<file path="config.mk">
export PLATFORM = sky130hd
export DESIGN_NAME = gray_cnt_flat
export DESIGN_NICKNAME = d
export VERILOG_FILES = /design/src/rtl/gray_cnt_if.sv /design/src/rtl/gray_cnt.sv /design/src/flat_wrapper.sv
export SDC_FILE = /design/constraint.sdc
export NUM_CORES = 1
export LEC_CHECK = 0
export ABC_AREA = 1
export BUFFER_PORTS_ARGS = -buffer_cell sky130_fd_sc_hd__buf_2
export CORE_AREA = 8 8 45 47
export DETAILED_ROUTE_END_ITERATION = 10
export DIE_AREA = 0 0 53 55
export HOLD_SLACK_MARGIN = 0.1
export PLACE_DENSITY = 0.89
export SKIP_LAST_GASP = 1
export SYNTH_ARGS = -nofsm -noshare
export SYNTH_HDL_FRONTEND = slang
export SYNTH_SLANG_ARGS = --single-unit
export TNS_END_PERCENT = 100
</file>
<file path="constraint.sdc">
create_clock -name clk -period 4.8 [get_ports clk]
set_input_delay 0.96 -clock clk [delete_from_list [all_inputs] [get_ports clk]]
set_output_delay 0.96 -clock clk [all_outputs]
set_load 0.1 [all_outputs]
</file>
<file path="src/rtl/gray_cnt_if.sv">
// Control/status bundle between a gray_cnt and its driver.
// Master drives the controls; the counter (slave) returns Gray code and flags.
interface gray_cnt_if #(
    parameter int WIDTH = 4
);
    logic             en;
    logic             up_dn;
    logic             load;
    logic [WIDTH-1:0] load_bin;
    logic [WIDTH-1:0] gray_out;
    logic             tc;
    logic             step_err;

    modport master (
        output en, up_dn, load, load_bin,
        input  gray_out, tc, step_err
    );

    modport slave (
        input  en, up_dn, load, load_bin,
        output gray_out, tc, step_err
    );
endinterface

</file>
<file path="src/rtl/gray_cnt.sv">
// Up/down Gray counter: binary state plus registered Gray output and step checker.
// Define GRAY_CNT_SAT_EN to saturate at the terminal count instead of wrapping.
module gray_cnt #(
    parameter int WIDTH   = 4,
    parameter int RST_VAL = 0
) (
    input  logic       clk,
    input  logic       rst,
    gray_cnt_if.slave  bus
);
    localparam logic [WIDTH-1:0] RST_BIN  = WIDTH'(RST_VAL);
    localparam logic [WIDTH-1:0] RST_GRAY = RST_BIN ^ (RST_BIN >> 1);

    logic [WIDTH-1:0] cnt_q, cnt_d;
    logic [WIDTH-1:0] gray_q, gray_d;
    logic             err_q, err_d;
    logic             tc;
    logic             step;

    always_comb begin
        tc = bus.up_dn ? (cnt_q == {WIDTH{1'b1}}) : (cnt_q == '0);
    end

    always_comb begin
`ifdef GRAY_CNT_SAT_EN
        step = bus.en && !bus.load && !tc;
`else
        step = bus.en && !bus.load;
`endif
    end

    always_comb begin
        cnt_d  = cnt_q;
        gray_d = gray_q;
        err_d  = err_q;
        if (bus.load) begin
            cnt_d  = bus.load_bin;
            gray_d = bus.load_bin ^ (bus.load_bin >> 1);
        end else if (step) begin
            cnt_d  = bus.up_dn ? cnt_q + 1'b1 : cnt_q - 1'b1;
            gray_d = cnt_d ^ (cnt_d >> 1);
            // Any step must flip exactly one output bit
            if ($countones(gray_d ^ gray_q) != 1)
                err_d = 1'b1;
        end
    end

    always_ff @(posedge clk) begin
        if (rst) begin
            cnt_q  <= RST_BIN;
            gray_q <= RST_GRAY;
            err_q  <= 1'b0;
        end else begin
            cnt_q  <= cnt_d;
            gray_q <= gray_d;
            err_q  <= err_d;
        end
    end

    assign bus.gray_out = gray_q;
    assign bus.tc       = tc;
    assign bus.step_err = err_q;
endmodule
</file>
<file path="src/flat_wrapper.sv">
// flat-port wrapper written by rule: the top's interface ports become plain ports
module gray_cnt_flat 
#(
    parameter int WIDTH   = 4,
    parameter int RST_VAL = 0
)
  (clk, rst, bus_en, bus_up_dn, bus_load, bus_load_bin, bus_gray_out, bus_tc, bus_step_err);
  gray_cnt_if #(.WIDTH(WIDTH)) bus_i ();
  input  logic clk;
  input  logic rst;
  input wire logic [$bits(bus_i.en)-1:0] bus_en;
  input wire logic [$bits(bus_i.up_dn)-1:0] bus_up_dn;
  input wire logic [$bits(bus_i.load)-1:0] bus_load;
  input wire logic [$bits(bus_i.load_bin)-1:0] bus_load_bin;
  output wire logic [$bits(bus_i.gray_out)-1:0] bus_gray_out;
  output wire logic [$bits(bus_i.tc)-1:0] bus_tc;
  output wire logic [$bits(bus_i.step_err)-1:0] bus_step_err;
  assign bus_i.en = bus_en;
  assign bus_i.up_dn = bus_up_dn;
  assign bus_i.load = bus_load;
  assign bus_i.load_bin = bus_load_bin;
  assign bus_gray_out = bus_i.gray_out;
  assign bus_tc = bus_i.tc;
  assign bus_step_err = bus_i.step_err;
  gray_cnt #(.WIDTH(WIDTH), .RST_VAL(RST_VAL)) u_core (.clk(clk), .rst(rst), .bus(bus_i));
endmodule
</file>
## After elaboration in Yosys (flattened, before gate mapping)

Index checks and enable logic that the tools add are counted.

- Flip-flop bits (word level): 9
- Bits of input ports: 9
- Output and inout bits: 6
- Word-level logic and storage cells: 25

- Add/sub/neg operators: 5
- Equal/unequal tests: 2
- Multiplexer cells: 6
- Bitwise logic cells: 4
- Reduce and logical (&&, ||, !) cells: 5

Operators by type and width:

| cell | number |
|---|---|
| 32-bit adder | 1 |
| 32-bit by 2-bit != test with 1-bit output, second input constant | 1 |
| 4-bit 2-to-1 mux | 5 |
| 4-bit by 3-bit bitwise XOR with 4-bit output | 2 |
| 1-bit by 1-bit adder with 2-bit output | 2 |
| 4-bit by 1-bit adder with 4-bit output, second input constant | 1 |
| 4-bit == test, second input constant | 1 |
| 4-bit zero test | 1 |
| 4-bit by 1-bit subtractor with 4-bit output, second input constant | 1 |
| 4-bit bitwise XOR | 1 |
| 3-bit AND reduction | 1 |
| 2-bit nonzero test | 1 |
| 1-bit logical AND | 1 |
| 1-bit zero test | 1 |
| 1-bit 2-to-1 mux | 1 |
| 1-bit NOT | 1 |

## Depth between registers and ports, before layout

Gate-level depths: netlist (run 1).

- Word-level depth: 8
- Depth in mapped cells: 16
- Depth with buffers taken out: 16

## Worst setup path before layout (run 1)

No wires, ideal clock.

- Path kind: input to output
- Start: input port bus_up_dn
- End: output port bus_tc
- Arrival: 3.445 ns
- Required time: 3.840 ns
- Setup slack: 0.395 ns
- Stages: 3
- Buffers on the path: 0
- Path through: inv_1 nand2_2 o32ai_1

- Word-level cells in the longest chain between the ends: 1

Ends and longest elaborated chain:

| item | line | RTL |
|---|---|---|
| from (decl) | flat_wrapper.sv:12 | `input wire logic [$bits(bus_i.up_dn)-1:0] bus_up_dn;` |
| 1-bit 2-to-1 mux | gray_cnt.sv:21 | `tc = bus.up_dn ? (cnt_q == {WIDTH{1'b1}}) : (cnt_q == '0);` |
| to (decl) | flat_wrapper.sv:16 | `output wire logic [$bits(bus_i.tc)-1:0] bus_tc;` |

Every way passes these cells.

## Final worst setup path (run 1)

- Start: input port bus_up_dn
- End: register u_core.err_q, in the netlist u_core.bus.step_err

- Word-level cells in the longest chain between the ends: 7
- Elaborated cells between the ends (all ways): 8
- Those cells by class: 3 x add/sub; 1 x eq/ne; 1 x mux; 2 x bitwise; 1 x reduce/logical

Ends and longest elaborated chain:

| item | line | RTL |
|---|---|---|
| 4-bit 2-to-1 mux * | gray_cnt.sv:40 | `cnt_d = bus.up_dn ? cnt_q + 1'b1 : cnt_q - 1'b1;` |
| 4-bit by 3-bit bitwise XOR with 4-bit output * | gray_cnt.sv:41 | `gray_d = cnt_d ^ (cnt_d >> 1);` |
| 4-bit bitwise XOR * | gray_cnt.sv:43 | `if ($countones(gray_d ^ gray_q) != 1)` |
| 1-bit by 1-bit adder with 2-bit output (implied by the code) | gray_cnt.sv:43 |  |
| 32-bit adder (implied by the code) * | gray_cnt.sv:43 |  |
| 32-bit by 2-bit != test with 1-bit output * | gray_cnt.sv:43 |  |
| 3-bit AND reduction (no line) * | -- |  |
| to (signal assigned) | gray_cnt.sv:56 | `err_q <= err_d;` |
| to (decl) | gray_cnt.sv:16 | `logic err_q, err_d;` |

Every way passes the cells marked *; elsewhere a longest branch is shown, timed or not.
A chain may end at the register's enable or synchronous reset.

==> flow_metrics.py, run 1 <==
metrics = {
    "yosys": {
        "ys_ff_latch": 8,
        "ys_seq_area_frac": 0.228,
        "synth_top_area_share": 0.228,
        "synth.distinct_cells": 23,
        "syn_nets": 119,
        "avgSynthCellArea_um2": 6.83,
        "yosysTopAreaCell": "dfxtp_1",
        "syn_area_um2": 703,
        "syn_inst": 103,
        "synthTopCellsByArea": "dfxtp_1 23%, inv_1 12%, nand2_1 9.1%",
        "yosys_warnings": 0,
    },
    "sta": {
        "drv_slew": 0,
        "skew_ps": 2.37,
        "report.final.hold_viol_count": 0,
        "period_share": 0.690,
        "worstMarginPinSlew_ps": 487,
        "fin_crit_ps": 3310,
        "fin_setup_tns_ps": 0,
        "slew_headroom": 0.677,
        "rsz0062_at_grt": "no",
        "setup_viol": 0,
        "max_freq_ghz": 0.302,
    },
    "run": {
        "maxCapViolations": 0,
    },
    "clocking": {
        "clockBufferDepth": 2,
        "cts_hold_buf": 0,
        "htreeDepth": 1,
        "cts-resized-gates": 0,
        "clock_latency_ps": 260,
        "cts_buffers": 3,
        "clk_pin_slew_ps": 60,
        "cts_tree": "yes",
        "post_cts.repair.setup_buffers": 0,
        "cts_sinks": 8,
        "root_buffer": "clkbuf_4",
    },
    "grt": {
        "grt_max_degree": 8,
        "antenna_found_initial": 0,
        "grt_pass1_vias": 629,
        "grt_pass1_wl_um": 2530,
        "gr-total-overflow": 0,
        "grt_usage": 0.113,
    },
    "finish": {
        "final_cell_mix": "22 x inv_1, 17 x nand2_1, 14 x buf_2",
        "fill_cells": 149,
        "diodes": 0,
        "final_util": 0.584,
        "final_layout_size_suffix_gt1_frac": 0.261,
        "area_growth_pct": 14.9,
        "final_cell_area_um2": 808,
        "final_common_cell": "inv_1",
        "num-nets-final": 137,
    },
    "setup_path": {
        "crit_path_start_kind": "primary input",
        "r2r_start": "u_core.cnt_q[0]",
        "endpoint_kind": "flip-flop",
        "r2r_setup_slack_ps": 1800,
        "worstPathArrival_ps": 3460,
        "worstRegToRegCells": 11,
        "r2r-end": "u_core.bus.step_err",
        "required_ps": 4940,
        "critical_path.max_fanout": 3,
        "critical_path_class": "in2reg",
    },
    "power": {
        "leakage_nw": 0.463,
        "power_density_mw_per_mm2": 378,
        "ir_drop_mv": 0.188,
    },
    "floorplanning": {
        "die_h_um": 55,
        "rows": 14,
        "die_w_um": 53,
        "core_mm2": 0.00138,
        "ios": 15,
        "dieArea_mm2": 0.00292,
        "start_util": 0.508,
    },
    "place": {
        "finalWeightedCongestion": 0.801,
        "port_buffers": 14,
        "place_hpwl_um": 1260,
        "dpl_cell_area_um2": 786,
    },
    "run_status": {
        "status": "finished, final reports clean",
    },
    "routing": {
        "num_vias": 669,
        "drc": 0,
        "avgViaCountPerCell": 4.96,
        "routedWlPerCell_um": 11.0,
        "totalWireLength_um": 1490,
        "routed-wl-met3_um": 55,
        "first_pass_iters": 5,
        "top_layer": "met4",
        "postRouteAntennaNets": 0,
        "wl_met1_um": 683,
        "wl_met2_um": 740,
        "first_iter_violations": 12,
    },
    "hold_path": {
        "worstHoldPathType": "reg2reg",
        "hold_start": "u_core.bus.step_err",
        "whs_path_depth": 2,
        "hold_end": "u_core.bus.step_err",
    },
}
synth_stat cells:
cell type  count
a21oi_1        4
a31oi_1        2
or2_2          1
nand2_1       17
o21ai_1        2
dfxtp_1        8
nand3_2        1
inv_2          1
buf_4          1
o22ai_1        1
a22oi_1        1
fa_1           2
nand3_1        5
o21ai_0        5
inv_1         22
nor2_1         7
xor2_1         5
ha_1           5
a21oi_2        1
or2_4          1
o31ai_1        1
nand2_2        9
o32ai_1        1
state kept, by name, indices dropped and copies added, names as in the netlist:
register             cells
u_core.cnt_q             3
u_core.bus.step_err      1
u_core.bus.gray_out      4
logic make-up (layout without fill, tap and decap cells):
family                   Yosys count  after routing  share of synthesized area
AND/OR/NAND/NOR                   41             41                      0.279
buffers and inverters             24             40                      0.133
AO/OA/AOI/OAI                     18             18                      0.151
flip-flops                         8              8                      0.228
adder cells (fa/ha/maj)            7              7                      0.146
XOR/XNOR                           5              5                     0.0623
report_power, final:
group	internal [mW]	leakage, nW	total, mW	switching, mW
Clock	0.0289	0.0138	0.0557	0.0268
Combinational	0.0522	0.383	0.169	0.117
Sequential	0.0745	0.0664	0.0807	0.00622
metal layers:
metal  GRT usage  up-vias
li1            -      356
met1       0.129      290
met4      0.0517        0
met5           0        -
met3      0.0321        2
met2       0.193       21
layout make-up:
| class | count | area (um^2) | area share |
|---|---|---|---|
| clock buffers | 3 | 22.5 | 0.0279 |
| inverters | 23 | 86.3 | 0.107 |
| multi-input cells | 71 | 449 | 0.556 |
| flip-flops and latches | 8 | 160 | 0.198 |
| well taps | 16 | 20.0 | 0.0248 |
| repair buffers | 14 | 70.1 | 0.0867 |
critical path, stage by stage:
cell and delay, ps:
buf_2 120, fa_1 600, inv_1 60, xor2_1 250, xor2_1 170, inv_1 60, ha_1 270, ha_1 190
fa_1 430, o31ai_1 250, a21oi_1 90
through the flow:
stage               cells  power, mW  hold slack (ps)  setup WS (ps)
CTS                   135      0.309              450           1470
global route          135      0.331              482           1340
detailed placement    132      0.253              441           1220
floorplan             103      0.222              481            395
global placement      132      0.246              436           1290
finish                135      0.306              449           1490
worst max path at each step:
| stage | endpoint | cells past startpoint | startpoint | slack (ps) |
|---|---|---|---|---|
| 2_1_floorplan | bus_tc | 3 | bus_up_dn | 400 |
| 3_3_place_gp | u_core.bus.step_err | 11 | bus_up_dn | 1290 |
| 3_5_place_dp | u_core.bus.step_err | 11 | bus_up_dn | 1220 |
| 4_1_cts | u_core.bus.step_err | 11 | bus_up_dn | 1470 |
| 5_1_grt | u_core.bus.step_err | 11 | bus_up_dn | 1340 |
| 6_report | u_core.bus.step_err | 11 | bus_up_dn | 1490 |
No activity file was read; power rests on OpenSTA's default activity.
==> run 2: changes to the inputs <==
CORE_AREA = default   (was 8 8 45 47)
CORE_MARGIN = 8   (was default)
CORE_UTILIZATION = 47   (was default)
DIE_AREA = default   (was 0 0 53 55)
PLACE_DENSITY = 0.84   (was 0.89)
clock period = 2.9 ns   (was 4.8 ns; I/O delays follow)
==> flow_metrics.py, run 2 (synthesis gave the netlist of run 1 again) <==
metrics = {
    "routing": {
        "first_iter_violations": 27,
        "postRouteAntennaNets": 0,
        "first_pass_iters": 4,
        "num_vias": 738,
        "drc": 0,
        "routedWlPerCell_um": 12.7,
        "avgViaCountPerCell": 5.23,
        "totalWireLength_um": 1800,
    },
    "place": {
        "port_buffers": 14,
        "place_hpwl_um": 1300,
        "dp_cells": 135,
        "finalWeightedCongestion": 0.843,
    },
    "finish": {
        "final_cell_mix": "20 x inv_1, 17 x nand2_1, 13 x buf_2",
        "fill_cells": 134,
        "num-nets-final": 143,
        "area_growth_pct": 30.2,
        "final_common_cell": "inv_1",
        "final_cells": 141,
        "diodes": 0,
        "largest_register_ffs": 4,
        "final_layout_size_suffix_gt1_frac": 0.368,
    },
    "sta": {
        "period_share": 0.975,
        "skew_ps": 4.23,
        "worstMarginPinSlew_ps": 488,
        "max_freq_ghz": 0.353,
        "fin_setup_tns_ps": 0,
        "fin_crit_ps": 2830,
        "slew_headroom": 0.677,
        "whs_ps": 442,
        "setup_viol": 0,
        "drv_slew": 0,
        "report.final.hold_viol_count": 0,
    },
    "setup_path": {
        "critPathBufInv": 3,
        "worstPathCellList": "buf_4, inv_2, buf_6, ha_4, nand2_1, nand2_2, nand2_2, nand2_2, nand2_2, nand2_2, nand2_1, nand2_1, nand2_1, ha_1, ha_2, fa_1, o31ai_1, a21oi_1",
        "cp_top_family": "adder cells",
        "critical_path.max_fanout": 3,
        "required_ps": 3050,
        "worstPathArrival_ps": 2980,
        "critPathSlowestCell": "fa_1",
        "crit_path_start_kind": "primary input",
        "critical_path_class": "in2reg",
        "crit_path_frequent_cell": "nand2_2",
        "cpPeakStageDelay_ps": 430,
        "endpoint_kind": "flip-flop",
    },
    "hold_path": {
        "worstHoldPathType": "reg2reg",
    },
    "run_status": {
        "status": "finished, final reports clean",
    },
    "floorplanning": {
        "core_mm2": 0.00145,
        "die_h_um": 54.7,
        "rows": 14,
        "die_w_um": 54.7,
        "start_util": 0.484,
        "dieArea_mm2": 0.00299,
        "ios": 15,
    },
    "run": {
        "maxCapViolations": 0,
    },
    "grt": {
        "antenna_found_initial": 0,
        "grt_usage": 0.122,
        "grt_pass1_vias": 632,
        "grt_max_degree": 8,
        "gr-total-overflow": 0,
        "grt_pass1_wl_um": 2660,
    },
    "power": {
        "leakage_nw": 0.494,
        "power_density_mw_per_mm2": 602,
        "ir_drop_mv": 0.234,
        "power_mw": 0.551,
    },
    "clocking": {
        "clk_pin_slew_ps": 60,
        "cts_hold_buf": 0,
        "root_buffer": "clkbuf_4",
        "clock_latency_ps": 260,
        "clockBufferDepth": 2,
        "cts_buffers": 3,
        "htreeDepth": 1,
        "cts_sinks": 8,
        "cts_tree": "yes",
    },
}
[run 2: where the power goes]
group | internal (mW) | switching [mW]
Clock | 0.0476 | 0.0417
Sequential | 0.123 | 0.0100
Combinational | 0.115 | 0.214
Total | 0.286 | 0.266
[run 2: worst register-to-register path, cell delays in order, from the launching register on]
cell and delay [ps]:
dfxtp_4 350, inv_2 50, fa_2 590, inv_1 70, xor2_2 170, xor2_1 160
inv_1 50, ha_1 280, ha_2 190, fa_1 430, o31ai_1 250, a21oi_1 90
[run 2: final timing paths]
check | from | depth (start not counted) | slack, ps | end
worst max-delay path | bus_up_dn | 18 | 70 | u_core.bus.step_err
worst min-delay path | u_core.bus.step_err | 2 | 440 | u_core.bus.step_err
worst max register to register | u_core.cnt_q[1] | 11 | 110 | u_core.bus.step_err
worst min register to register | u_core.bus.step_err | 2 | 440 | u_core.bus.step_err
[run 2: layer usage]
metal	GRT usage	wire length, um	vias up	share of wire
met4	0.0451	20	0	0.011
met3	0.0625	162	5	0.090
met2	0.179	855	28	0.48
met1	0.148	757	337	0.42
li1	-	-	368	-
met5	0	0	-	0
[run 2: area by class of cell]
class | instances | area [um^2] | share of cell area
Sequential cell | 8 | 164 | 0.179
Inverter | 23 | 86.3 | 0.0943
Multi-Input combinational cell | 71 | 502 | 0.548
Clock buffer | 3 | 22.5 | 0.0246
Tap cell | 16 | 20.0 | 0.0219
Timing Repair Buffer | 20 | 121 | 0.133
[run 2: timing repair]
item / CTS / global route
setup buffers: 0 / 3
endpoints found under the setup margin: 0 / 1
resized for setup: 0 / 12
[run 2: per-stage QoR]
step	worst slack, ps	util	instance area (um^2)
floorplan	31.8	-	711
global placement	-149	0.561	816
detailed placement	-234	0.561	816
CTS	40.4	0.577	838
global route	-48.6	0.630	916
finish	71.1	0.630	916
